**src/rtl/rst_seq_ctrl.sv**
```systemverilog
// rst_seq_ctrl: reset sequencer for one clock domain.
// The async pin reset is synchronised into clk_i, stretched, then NUM_CH
// active-low reset outputs are released one at a time at fixed intervals.
// A software reset request re-runs the stretch and release sequence.
//
// Ports:
//   clk_i        clock
//   rst_ni       asynchronous active-low pin reset (only async input)
//   swrst_req_i  synchronous software reset request, level, active-high
//   ch_en_i      per-channel enable; 0 holds that channel in reset
//   rstn_o       per-channel active-low reset (async assert, sync release)
//   all_rel_o    high while every channel slot has been released (RUN)
//   busy_o       inverse of all_rel_o
//   cause_o      (only with RST_SEQ_CAUSE_EN) sticky last reset cause:
//                2'b01 pin reset, 2'b10 software reset
//
// Optional feature macro: RST_SEQ_CAUSE_EN adds cause_o.

module rst_seq_ctrl #(
    parameter int unsigned SYNC_STAGES = 4,
    parameter int unsigned NUM_CH      = 4,
    parameter int unsigned STRETCH_CYC = 16,
    parameter int unsigned STEP_CYC    = 8,
    parameter int unsigned SWRST_MIN   = 4
) (
    input  logic              clk_i,
    input  logic              rst_ni,
    input  logic              swrst_req_i,
    input  logic [NUM_CH-1:0] ch_en_i,
    output logic [NUM_CH-1:0] rstn_o,
    output logic              all_rel_o,
    output logic              busy_o
`ifdef RST_SEQ_CAUSE_EN
    ,
    output logic [1:0]        cause_o
`endif
);

    localparam int unsigned CNT_MAX_A = (STRETCH_CYC > STEP_CYC) ? STRETCH_CYC : STEP_CYC;
    localparam int unsigned CNT_MAX   = (CNT_MAX_A > SWRST_MIN) ? CNT_MAX_A : SWRST_MIN;
    localparam int unsigned CNT_W     = $clog2(CNT_MAX + 1);
    localparam int unsigned IDX_W     = (NUM_CH > 1) ? $clog2(NUM_CH) : 1;
    localparam int unsigned LAST_IDX  = (NUM_CH > 1) ? (NUM_CH - 1) : 0;

    typedef enum logic [2:0] {
        ST_SYNC,
        ST_STRETCH,
        ST_RELEASE,
        ST_RUN,
        ST_SWRST
    } state_e;

    // Synchroniser for the pin reset release.
    logic [SYNC_STAGES-1:0] sync_q;
    logic                   rst_sync;

    always_ff @(posedge clk_i or negedge rst_ni) begin
        if (!rst_ni) begin
            sync_q <= '0;
        end else begin
            sync_q <= {sync_q[SYNC_STAGES-2:0], 1'b1};
        end
    end

    assign rst_sync = sync_q[SYNC_STAGES-1];

    state_e            state_q, state_d;
    logic [CNT_W-1:0]  cnt_q, cnt_d;
    logic [IDX_W-1:0]  idx_q, idx_d, idx_nxt;
    logic [NUM_CH-1:0] rstn_q, rstn_d;
    logic              all_rel_q, all_rel_d;
    logic              busy_q, busy_d;
`ifdef RST_SEQ_CAUSE_EN
    logic [1:0]        cause_q, cause_d;
`endif

    // State and output registers.
    always_ff @(posedge clk_i or negedge rst_ni) begin
        if (!rst_ni) begin
            state_q   <= ST_SYNC;
            cnt_q     <= '0;
            idx_q     <= '0;
            rstn_q    <= '0;
            all_rel_q <= 1'b0;
            busy_q    <= 1'b1;
`ifdef RST_SEQ_CAUSE_EN
            cause_q   <= 2'b01;
`endif
        end else begin
            state_q   <= state_d;
            cnt_q     <= cnt_d;
            idx_q     <= idx_d;
            rstn_q    <= rstn_d;
            all_rel_q <= all_rel_d;
            busy_q    <= busy_d;
`ifdef RST_SEQ_CAUSE_EN
            cause_q   <= cause_d;
`endif
        end
    end

    // Next-state and next-output logic.
    always_comb begin
        state_d = state_q;
        cnt_d   = cnt_q;
        idx_d   = idx_q;
        rstn_d  = rstn_q;
        idx_nxt = idx_q + IDX_W'(1);

        unique case (state_q)
            ST_SYNC: begin
                if (rst_sync) begin
                    state_d = ST_STRETCH;
                    cnt_d   = '0;
                end
            end

            ST_STRETCH: begin
                if (swrst_req_i) begin
                    state_d = ST_SWRST;
                    cnt_d   = '0;
                    rstn_d  = '0;
                end else if (cnt_q == CNT_W'(STRETCH_CYC - 1)) begin
                    // Channel 0 is released on the edge that leaves STRETCH.
                    cnt_d     = '0;
                    idx_d     = '0;
                    rstn_d[0] = ch_en_i[0];
                    state_d   = (NUM_CH == 1) ? ST_RUN : ST_RELEASE;
                end else begin
                    cnt_d = cnt_q + CNT_W'(1);
                end
            end

            ST_RELEASE: begin
                if (swrst_req_i) begin
                    state_d = ST_SWRST;
                    cnt_d   = '0;
                    rstn_d  = '0;
                end else if (cnt_q == CNT_W'(STEP_CYC - 1)) begin
                    // A disabled channel still consumes its slot.
                    cnt_d = '0;
                    idx_d = idx_nxt;
                    for (int unsigned i = 0; i < NUM_CH; i++) begin
                        if (idx_nxt == IDX_W'(i)) begin
                            rstn_d[i] = ch_en_i[i];
                        end
                    end
                    if (idx_nxt == IDX_W'(LAST_IDX)) begin
                        state_d = ST_RUN;
                    end
                end else begin
                    cnt_d = cnt_q + CNT_W'(1);
                end
            end

            ST_RUN: begin
                if (swrst_req_i) begin
                    state_d = ST_SWRST;
                    cnt_d   = '0;
                    rstn_d  = '0;
                end else begin
                    rstn_d = ch_en_i;
                end
            end

            ST_SWRST: begin
                rstn_d = '0;
                // A held request keeps restarting the minimum-length window.
                if (swrst_req_i) begin
                    cnt_d = '0;
                end else if (cnt_q == CNT_W'(SWRST_MIN - 1)) begin
                    state_d = ST_STRETCH;
                    cnt_d   = '0;
                end else begin
                    cnt_d = cnt_q + CNT_W'(1);
                end
            end

            default: begin
                state_d = ST_SYNC;
                cnt_d   = '0;
                idx_d   = '0;
                rstn_d  = '0;
            end
        endcase

        all_rel_d = (state_d == ST_RUN);
        busy_d    = ~all_rel_d;

`ifdef RST_SEQ_CAUSE_EN
        cause_d = cause_q;
        if ((state_d == ST_SWRST) && (state_q != ST_SWRST)) begin
            cause_d = 2'b10;
        end
`endif
    end

    assign rstn_o    = rstn_q;
    assign all_rel_o = all_rel_q;
    assign busy_o    = busy_q;
`ifdef RST_SEQ_CAUSE_EN
    assign cause_o   = cause_q;
`endif

endmodule

```
**config.mk**
```make
export PLATFORM = sky130hd
export DESIGN_NAME = rst_seq_ctrl
export DESIGN_NICKNAME = d
export VERILOG_FILES = /design/src/rtl/rst_seq_ctrl.sv
export SDC_FILE = /design/constraint.sdc
export NUM_CORES = 1
export LEC_CHECK = 0
export CORE_AREA = 2 2 56 58
export DETAILED_ROUTE_END_ITERATION = 8
export DIE_AREA = 0 0 58 60
export PLACE_DENSITY = 0.69
export SLEW_MARGIN = 5
export SYNTH_ARGS = -nofsm -noshare
export SYNTH_HDL_FRONTEND = slang
export SYNTH_SLANG_ARGS = --single-unit
```
**constraint.sdc**
```tcl
create_clock -name clk_i -period 2.02 [get_ports clk_i]
set_input_delay 0.404 -clock clk_i [delete_from_list [all_inputs] [get_ports clk_i]]
set_output_delay 0.404 -clock clk_i [all_outputs]
set_load 0.1 [all_outputs]
```
==> key figures, run 1 <==
Clock network
  – Post-CTS Setup Inserts: 0
  – Clk root buf: clkbuf_4
  – CTS max path bufs: 2
  – Clock Sinks: 20
  – CTS tree: built
  – H-tree depth: 1
  – CTS buffer count: 3
  – Clock Latency Late Sink: about 300 ps
  – Reg clk slew, reported paths: ~120 ps

Routing
  – WL met3: 128 um
  – M1 wire length: 1070 um
  – WL/cell: between 10 and 15 um
  – WL met2: 1160 um
  – Post-route ant nets: 0
  – Via count: 923
  – Drt drc: 0
  – Initial drt markers: 21
  – TritonRoute pass-1 iters: 4
  – DR top layer: met4
  – Total Wirelength: ~2400 um
  – Via density: between 5 and 6

Worst hold path
  – Hold path depth: 0
  – Hold Path Class: reg -> reg
  – Hold Path Sink: sync_q[2]$_DFF_PN0_
  – Min-Delay Startpoint: sync_q[1]$_DFF_PN0_

Floorplanning
  – Rows: 20
  – Ports: 13
  – Initial Utilization: 0.381
  – Die Area: between 0.003 and 0.004 mm2
  – Die height: ~60 um
  – Core outline area: between 0.002 and 0.003 mm2
  – Floorplan die width: ~58 um

Synth
  – Ys Warns: 0
  – Area contributors post-synth: dfrtp_1 43%, ha_1 7.9%, o21ai_0 3.6%
  – Leading area contributor after synthesis: dfrtp_1
  – Syn avg cell area: 9.89 um2
  – Synth unique cells: 39
  – Post-synthesis cell count: 112
  – Post-synthesis cell area: around 0.0011 mm2
  – Share of the yosys chip area belonging to registers: 0.453
  – Mapped Nets: roughly 130
  – Synth top area share: 0.429
  – Flops & latches, synth: 20

Pwr
  – Switching share of power: 0.303
  – Total power: 1.13 mW
  – Int Power: around 0.79 mW
  – Reg power frac: 0.415
  – Switching power: about 0.34 mW
  – Power per Cell Area: 813 mW/mm2
  – Peak supply drop: about 0.00043 V
  – Leak: around 0.58 nW
  – Clock network fraction of design power: 0.290
  – Comb power frac: 0.296

Setup path
  – Setup crit end kind: flop
  – Worst r2r src: cnt_q[0]$_DFFE_PN0P_
  – Reg2Reg Setup Slack: 110 ps
  – Worst-case reg-to-reg path depth: 7
  – Slowest stage cell, crit path: dfrtp_1
  – CP Cell Sequence: ha_2 -> nor4bb_4 -> buf_4 -> a2bb2oi_2 -> o41ai_2 -> a21o_1 -> a22o_1
  – Arrival time worst endpoint: ~2100 ps
  – Critical R2R Capture: cnt_q[3]$_DFFE_PN0P_
  – Crit start category: flop
  – Crit-path max cell delay: 410 ps
  – WP data required: approximately 2200 ps
  – Critical path class: reg -> reg
  – Crit path max fanout: 9

Finish
  – Diode count: 0
  – Finished layout cell area: ~0.0014 mm2
  – Share of layout cells above drive strength 1: 0.212
  – Final #Nets: approximately 150
  – Non-filler instance count after layout: 165
  – Final core utilization: 0.478
  – Syn-to-layout area delta: 25.3%

GRT
  – GRT Util Overall: 0.146
  – Antenna violations before repair: 0
  – Pin count of the biggest net entering global routing: 17
  – Vias in the first global route: 863
  – Global-route wire length before repair: around 3800 um
  – Gr ovfl total: 0

Timing
  – Worst hold slack: about 360 ps
  – Fmax: roughly 0.52 GHz
  – Hold Violations, Final: 0
  – Final Max Slew Viols: 0
  – Fin Clk Skew: ~2.3 ps
  – RSZ-0062 raised after global routing: false
  – Final setup fails: 0
  – Min cycle time layout: 1910 ps
  – Period utilisation layout: 0.947

Place
  – Placed Cells incl. Taps: about 160
  – Final Wtd Congestion: 0.806
  – DP Wirelength: around 1700 um
  – Area after DPL: 0.00131 mm2
  – PortBufs: 12

Run status
  – Status: finished clean

Run
  – Max-Cap Viols: 0
cell type report:
cell class,instances,area [um2]
clock inverter,1,30.0
fill,272,1520
clock buffer,3,22.5
tap,33,41.3
timing repair buffer,21,185
inverter,7,26.3
multi-input combinational,80,581
sequential,20,502
flip-flops by register name, indices dropped and copies added, names as in the netlist:
signal	cells
busy_o	1
all_rel_o	1
cnt_q	5
rstn_o	4
sync_q	4
state_q	3
idx_q	2
layout by cell type (no fill, tap or decap), types with 2 or more instances in the layout:
| cell type | Yosys | final |
|---|---|---|
| a21oi_1 | 6 | 6 |
| a22o_1 | 3 | 3 |
| buf_4 | 0 | 14 |
| clkbuf_4 | 0 | 3 |
| clkdlybuf4s50_1 | 0 | 6 |
| dfrtp_1 | 19 | 19 |
| ha_1 | 7 | 6 |
| inv_1 | 7 | 7 |
| mux2i_1 | 2 | 2 |
| nand2_1 | 8 | 8 |
| nand2b_1 | 3 | 3 |
| nand3_1 | 4 | 4 |
| nor2_1 | 7 | 7 |
| nor2b_1 | 2 | 2 |
| nor3_1 | 4 | 4 |
| o211ai_1 | 2 | 2 |
| o21ai_0 | 8 | 8 |
| o32ai_1 | 3 | 3 |
cell usage after synthesis:
cell	number
o41ai_2	1
a22o_1	3
a211oi_1	1
dfstp_2	1
a22oi_1	1
a2bb2oi_2	1
nand2b_1	3
o21ai_2	1
and2b_1	1
or4b_1	1
mux2_2	1
or3_1	1
nand2_1	8
a21o_1	1
xnor2_1	1
o21ai_0	8
a21oi_1	6
and2_1	1
conb_1	1
buf_2	2
nor4b_1	1
nor4bb_1	1
nand3_1	4
nand4_1	1
nor2b_1	2
nor3b_1	1
nor2_1	7
o211ai_1	2
inv_1	7
clkbuf_1	3
or4b_4	1
nand3b_1	1
mux2i_1	2
o32ai_1	3
a41oi_1	1
dfrtp_1	19
nor3_1	4
and3_1	1
ha_1	7
per-stage QoR:
| step | setup slack, ps | setup TNS [ps] |
|---|---|---|
| 2_1_floorplan | 305 | 0 |
| 3_3_place_gp | -25.4 | -25.4 |
| 3_5_place_dp | -74.1 | -93.3 |
| 4_1_cts | 10.3 | 0 |
| 5_1_grt | 9.42 | 0 |
| 6_report | 107 | 0 |
worst max path at each step:
| stage | start | endpoint | cells past startpoint |
|---|---|---|---|
| 3_5_place_dp | swrst_req_i | cnt_q[3]$_DFFE_PN0P_ | 6 |
| 4_1_cts | cnt_q[0]$_DFFE_PN0P_ | rstn_o[0]$_DFFE_PN0P_ | 7 |
| 6_report | cnt_q[0]$_DFFE_PN0P_ | cnt_q[3]$_DFFE_PN0P_ | 7 |
| 5_1_grt | cnt_q[0]$_DFFE_PN0P_ | rstn_o[0]$_DFFE_PN0P_ | 7 |
| 2_1_floorplan | cnt_q[0]$_DFFE_PN0P_ | cnt_q[3]$_DFFE_PN0P_ | 6 |
| 3_3_place_gp | swrst_req_i | cnt_q[3]$_DFFE_PN0P_ | 6 |
cells by family after synthesis:
logic type / after synthesis / synth area share
DFF: 20 / 0.453
muxes: 3 / 0.0282
xor gates and xnor gates: 1 / 0.00791
AOI/OAI and AO/OA: 29 / 0.189
other: 1 / 0.00339
buffers and inverters: 12 / 0.0429
adders and majority gates: 7 / 0.0791
and+or+nand+nor: 39 / 0.197
worst max-delay path, delay by kind of cell, from the launching register on:
family | cells | cell delay [ps]
AO/OA/AOI/OAI | 4 | 660
flip-flops | 1 | 410
AND/OR/NAND/NOR | 1 | 310
adder cells (fa/ha/maj) | 1 | 220
buffers and inverters | 1 | 210
per-layer routing:
metal / global-route usage / up-vias
met3: 0.0260 / 6
met1: 0.177 / 450
met5: 0 / -
met4: 0.0864 / 0
li1: - / 442
met2: 0.242 / 25
power by group through the flow:
stage	sequential [mW]	combinational, mW	clock, mW
2_1_floorplan	0.477	0.212	0
3_3_place_gp	0.474	0.312	0
3_5_place_dp	0.475	0.324	0
4_1_cts	0.467	0.326	0.339
5_1_grt	0.473	0.369	0.349
6_report	0.468	0.334	0.327
repair_timing:
| action | in CTS | in global routing |
|---|---|---|
| endpoints found under the setup margin | 0 | 3 |
| gates resized for setup | 0 | 4 |
| hold buffers | 0 | 0 |
Power figures use the tool's default switching activity.
==> inputs of run 2 (changes only) <==
- CORE_AREA: 2 2 56 58 -> 2 2 71 46
- DIE_AREA: 0 0 58 60 -> 0 0 73 48
- SLEW_MARGIN: 5 -> 20
==> run 2 against run 1 <==
  * Hold slack worse by 8.2 ps
  * Count of clock-buffer cells in the layout rose by 1
  * Register-to-register slack lost 20 ps
  * Largest cell class unchanged
  * Largest power group unchanged
==> key figures, run 2 (synthesis results as in run 1) <==
Routing
  – Drt drc: 0
  – Via count: 921
  – TritonRoute pass-1 iters: 4
  – Total Wirelength: 2540 um
  – WL/cell: 15.3 um
  – Via density: between 5 and 6
  – Post-route ant nets: 0
  – Initial drt markers: 77

Run status
  – Status: finished clean

GRT
  – Global-route wire length before repair: between 4000 and 5000 um
  – Antenna violations before repair: 0
  – Gr ovfl total: 0
  – Vias in the first global route: ~840
  – GRT Util Overall: 0.157
  – Pin count of the biggest net entering global routing: 21

Finish
  – Max reg flops: 5
  – Commonest non-fill, non-tap cell in the layout: dfrtp_1
  – Syn-to-layout area delta: 26.1%
  – Share of layout cells above drive strength 1: 0.189
  – Diode count: 0
  – Commonest cells after routing, fill and taps aside: 19 x dfrtp_1, 14 x buf_4, 8 x o21ai_0, 8 x nand2_1
  – Non-filler instance count after layout: 166
  – Largest register by flop count: cnt_q
  – FILL cells: ~250
  – Final #Nets: 147

Timing
  – Fmax: around 0.52 GHz
  – Slew Limit Headroom: 0.468
  – Final Max Slew Viols: 0
  – Worst slew pin tran: just under 800 ps
  – Final setup TNS: 0 ps
  – Worst hold slack: ~350 ps
  – Post-route setup slack: between 80 and 90 ps
  – Final setup fails: 0
  – Period utilisation layout: 0.958
  – Hold Violations, Final: 0
  – Fin Clk Skew: roughly 9.7 ps
  – Min cycle time layout: roughly 1900 ps

Clock network
  – Clk root buf: clkbuf_8
  – Clock Latency Late Sink: between 200 and 300 ps
  – Clock Sinks: 20
  – CTS buffer count: 3
  – H-tree depth: 1
  – Reg clk slew, reported paths: about 80 ps
  – CTS max path bufs: 2
  – CTS tree: built

Pwr
  – Clock network fraction of design power: 0.244
  – Power per Cell Area: 775 mW/mm2
  – Switching power: between 0.3 and 0.4 mW
  – Comb power frac: 0.297
  – Int Power: about 0.73 mW
  – Peak supply drop: 0.000474 V
  – Switching share of power: 0.326
  – Total power: about 1.1 mW
  – Leak: 0.574 nW
  – Reg power frac: 0.459

Place
  – Worst slack at placement: -28.6 ps
  – Final Wtd Congestion: 0.897
  – Placed Cells incl. Taps: roughly 160
  – PortBufs: 12
  – DP Wirelength: 1750 um

Setup path
  – Crit path max fanout: 4
  – Setup crit end kind: flop
  – Worst-case reg-to-reg path depth: 6
  – Crit start category: input port
  – Reg2Reg Setup Slack: roughly 85 ps
  – WP data required: 2210 ps
  – Critical R2R Capture: cnt_q[3]$_DFFE_PN0P_
  – Critical path class: in -> reg
  – Worst r2r src: cnt_q[0]$_DFFE_PN0P_
  – Arrival time worst endpoint: 2130 ps

Worst hold path
  – Hold Path Class: reg -> reg
  – Min-Delay Startpoint: sync_q[2]$_DFF_PN0_
  – Hold path depth: 0
  – Hold Path Sink: sync_q[3]$_DFF_PN0_

Run
  – Max-Cap Viols: 0

Floorplanning
  – Initial Utilization: 0.396
  – Ports: 13
  – Core outline area: around 0.0028 mm2
  – Rows: 15
  – Die height: between 40 and 50 um
  – Floorplan die width: about 73 um
  – Die Area: approximately 0.0035 mm2
## run 2: area by class of cell
cell class	instances	area (um2)	share of cell area
multi-input combinational	80	596	0.427
sequential	20	502	0.359
timing repair buffer	21	185	0.133
clock buffer	4	45.0	0.0323
tap	34	42.5	0.0305
inverter	7	26.3	0.0188
## run 2: worst max-delay path: stages
cell,delay (ps)
clkdlybuf4s50_1,450
nor4b_1,720
a2bb2oi_4,140
o41ai_4,100
a21o_1,170
a22o_1,130
## run 2: power by group through the flow
| stage | sequential, mW | clock, mW | combinational, mW |
|---|---|---|---|
| finish | 0.497 | 0.264 | 0.322 |
| global route | 0.504 | 0.294 | 0.352 |
| CTS | 0.492 | 0.273 | 0.294 |
| detailed placement | 0.499 | 0 | 0.287 |
| global placement | 0.498 | 0 | 0.275 |
| floorplan | 0.477 | 0 | 0.212 |
## run 2: metal layers
| metal | share of wire | vias to the layer above | global-route usage | wire length (um) |
|---|---|---|---|---|
| li1 | - | 438 | - | - |
| met1 | 0.48 | 449 | 0.206 | 1210 |
| met2 | 0.45 | 26 | 0.265 | 1140 |
| met3 | 0.056 | 8 | 0.0484 | 142 |
| met4 | 0.019 | 0 | 0.0296 | 47 |
| met5 | 0 | - | 0 | 0 |
## run 2: worst max path at each step
stage,startpoint,to,cells past startpoint
after CTS,cnt_q[0]$_DFFE_PN0P_,cnt_q[3]$_DFFE_PN0P_,6
after floorplan,cnt_q[0]$_DFFE_PN0P_,cnt_q[3]$_DFFE_PN0P_,6
final,swrst_req_i,cnt_q[3]$_DFFE_PN0P_,6
after global placement,swrst_req_i,cnt_q[3]$_DFFE_PN0P_,6
after global routing,state_q[0]$_DFF_PN0_,all_rel_o$_DFF_PN0_,5
after detailed placement,swrst_req_i,cnt_q[3]$_DFFE_PN0P_,6
## run 2: metrics by stage
stage / utilization / cell area (um2)
5_1_grt: 0.499 / 1400
2_1_floorplan: - / 1110
6_report: 0.499 / 1400
4_1_cts: 0.483 / 1350
3_3_place_gp: 0.467 / 1310
3_5_place_dp: 0.467 / 1310
## run 2: repair_timing
item,in CTS,in global routing
buffers inserted,0,1
hold buffers,0,0
endpoints found under the setup margin,0,2
resized for setup,0,4
==> inputs of run 3 (changes only) <==
- ABC_AREA: default -> 1
- CORE_AREA: 2 2 71 46 -> 2 2 75 48
- DIE_AREA: 0 0 73 48 -> 0 0 77 50
- PLACE_DENSITY: 0.69 -> 0.68
==> run 3 against run 2 <==
  * Combinational power up 65%
  * Final cell count up 35%
  * Clock skew down 4.8 ps
  * Sequential power up 1%
  * Hold slack worse by 0.72 ps
  * Clock power up 17%
  * Highest routed layer unchanged
  * Worst setup slack better by 210 ps
  * Utilization down 4.0 points
  * Fmax up 12%
  * Synthesized area up 10%
  * First-iteration DRC count up 7.8%
==> key figures, run 3 <==
Synth
  – Share of the yosys chip area belonging to registers: 0.411
  – Leading area contributor after synthesis: dfrtp_1
  – Ys Warns: 0
  – Syn avg cell area: around 7.5 um2
  – Main synth FF type: dfrtp_1
  – Async set or reset register ratio after synthesis: 1.00
  – Mapped Nets: ~180
  – Top post-synthesis cells by count: 47 x nand2_1, 21 x nor2_1, 19 x dfrtp_1
  – Post-synth EDFFs: 0
  – Flops & latches, synth: 20
  – Most common cell in the netlist: nand2_1
  – Synth top area share: 0.390
  – Synth unique cells: 23
  – Area contributors post-synth: dfrtp_1 39%, nand2_1 14%, ha_1 7.2%
  – Post-synthesis cell area: 0.00122 mm2
  – Post-synthesis cell count: between 150 and 200

Timing
  – RSZ-0062 raised after global routing: false
  – Final Max Slew Viols: 0
  – Post-route setup slack: slightly below 300 ps
  – Fmax: between 0.5 and 0.6 GHz
  – Min cycle time layout: roughly 1700 ps
  – Period utilisation layout: 0.853
  – Fin Clk Skew: slightly below 5 ps
  – Final setup fails: 0
  – Hold Violations, Final: 0
  – Final setup TNS: 0 ps

GRT
  – Global-route wire length before repair: roughly 4600 um
  – GRT Util Overall: 0.157
  – Antenna violations before repair: 0
  – Gr ovfl total: 0
  – Vias in the first global route: 983
  – Pin count of the biggest net entering global routing: 15

Pwr
  – Int Power: a little under 0.8 mW
  – Leak: between 0.7 and 0.8 nW
  – Switching power: around 0.58 mW
  – Reg power frac: 0.374
  – Peak supply drop: around 0.00037 V
  – Comb power frac: 0.395
  – Total power: ~1.3 mW
  – Clock network fraction of design power: 0.231
  – Power per Cell Area: between 900 and 1000 mW/mm2
  – Switching share of power: 0.428

Setup path
  – Worst-case reg-to-reg path depth: 9
  – Crit start category: flop
  – Critical R2R Capture: idx_q[0]$_DFFE_PN0P_
  – Reg2Reg Setup Slack: a little under 300 ps
  – Worst setup startpoint: cnt_q[0]$_DFFE_PN0P_
  – Crit path max fanout: 4
  – Setup crit end kind: flop
  – WP data required: approximately 2200 ps
  – Crit path to: idx_q[0]$_DFFE_PN0P_
  – Arrival time worst endpoint: 1880 ps
  – Critical path class: reg -> reg
  – Worst r2r src: cnt_q[0]$_DFFE_PN0P_

Finish
  – FILL cells: around 350
  – Final #Nets: between 150 and 200
  – Commonest cells after routing, fill and taps aside: 47 x nand2_1, 21 x nor2_1, 19 x dfrtp_1
  – Diode count: 0
  – Syn-to-layout area delta: 19.0%
  – Largest register by flop count: cnt_q
  – Share of layout cells above drive strength 1: 0.168
  – Commonest non-fill, non-tap cell in the layout: nand2_1
  – Max reg flops: 5

Clock network
  – CTS max path bufs: 2
  – Reg clk slew, reported paths: 80 ps
  – Clock Sinks: 20
  – Post_cts resized: 0
  – H-tree depth: 1
  – Hold-fix buffers at CTS: 0
  – CTS buffer count: 3
  – Post-CTS Setup Inserts: 0
  – Clk root buf: clkbuf_8
  – CTS tree: built
  – Clock Latency Late Sink: 260 ps

Floorplanning
  – Initial Utilization: 0.386
  – Die Area: between 0.003 and 0.004 mm2
  – Core outline area: roughly 0.0032 mm2
  – Ports: 13
  – Rows: 16
  – Die height: ~50 um
  – Floorplan die width: 77 um

Routing
  – Via density: about 5
  – Drt drc: 0
  – Initial drt markers: 83
  – Via count: 1,106
  – TritonRoute pass-1 iters: 4
  – Total Wirelength: about 2800 um
  – WL/cell: roughly 13 um
  – Post-route ant nets: 0

Place
  – DP Wirelength: between 2000 and 2500 um
  – Worst slack at placement: about 190 ps
  – PortBufs: 12
  – Final Wtd Congestion: between 0.9 and 1

Run
  – Max-Cap Viols: 0

Worst hold path
  – Hold Path Class: reg -> reg

Run status
  – Status: finished clean
[run 3: changes by cell type after synthesis, sizes merged, moves of 4 or more]
cell / delta
a21oi: -4
nand4: +7
nand2: +40
nor2: +19
o21ai: -5
inv: +13
nand3: +17
nor3: -4
[run 3: critical path, stage by stage, from the launching register on]
cell and delay, ps:
dfrtp_1 390, ha_1 210, nand2_1 80, nor2_1 140, ha_1 200, nand2_1 70, a21oi_1 250, nand3_1 150
nand2_1 80, nand2_1 50
[run 3: power groups by stage]
stage	Clock (mW)	Combinational (mW)	Sequential, mW
floorplan	0	0.344	0.553
global placement	0	0.512	0.509
detailed placement	0	0.519	0.510
CTS	0.314	0.524	0.503
global route	0.334	0.582	0.510
finish	0.310	0.532	0.503
[run 3: through the flow]
stage,hold slack [ps],std cells,cell area (um2),utilization
after floorplan,108,163,1220,-
after global placement,333,220,1400,0.441
after detailed placement,335,220,1400,0.441
after CTS,351,224,1450,0.459
after global routing,357,224,1450,0.459
final,351,224,1450,0.459
[run 3: how the worst min path moves through the flow]
stage / endpoint / from / depth (start not counted) / slack [ps]
6_report: sync_q[2]$_DFF_PN0_ / sync_q[1]$_DFF_PN0_ / 0 / 350
5_1_grt: sync_q[3]$_DFF_PN0_ / sync_q[2]$_DFF_PN0_ / 0 / 360
4_1_cts: sync_q[2]$_DFF_PN0_ / sync_q[1]$_DFF_PN0_ / 0 / 350
3_5_place_dp: sync_q[2]$_DFF_PN0_ / sync_q[1]$_DFF_PN0_ / 0 / 330
3_3_place_gp: sync_q[3]$_DFF_PN0_ / sync_q[2]$_DFF_PN0_ / 0 / 330
2_1_floorplan: all_rel_o$_DFF_PN0_ / rst_ni / 0 / 110
[run 3: metal layers]
| layer | vias to the layer above | global-route usage | share of wire |
|---|---|---|---|
| met2 | 34 | 0.216 | 0.39 |
| met3 | 5 | 0.0495 | 0.069 |
| li1 | 552 | - | - |
| met5 | - | 0 | 0 |
| met1 | 515 | 0.233 | 0.53 |
| met4 | 0 | 0.0446 | 0.0082 |
[run 3: logic make-up after synthesis]
kind of cell    after synthesis  share of synthesized area
fa+ha+maj                     7                     0.0718
simple gates                105                      0.399
xor+xnor                      1                    0.00718
buf+inv                      21                     0.0656
compound gates                8                     0.0421
other cells                   1                    0.00307
flops                        20                      0.411
[run 3: final cells by class]
| cell class | count | area [um2] | share of cell area |
|---|---|---|---|
| multi-input cells | 122 | 638 | 0.440 |
| flip-flops and latches | 20 | 502 | 0.346 |
| repair buffers | 13 | 125 | 0.0862 |
| inverters | 20 | 75.1 | 0.0517 |
| well taps | 45 | 56.3 | 0.0388 |
| clock buffers | 4 | 55.1 | 0.0379 |
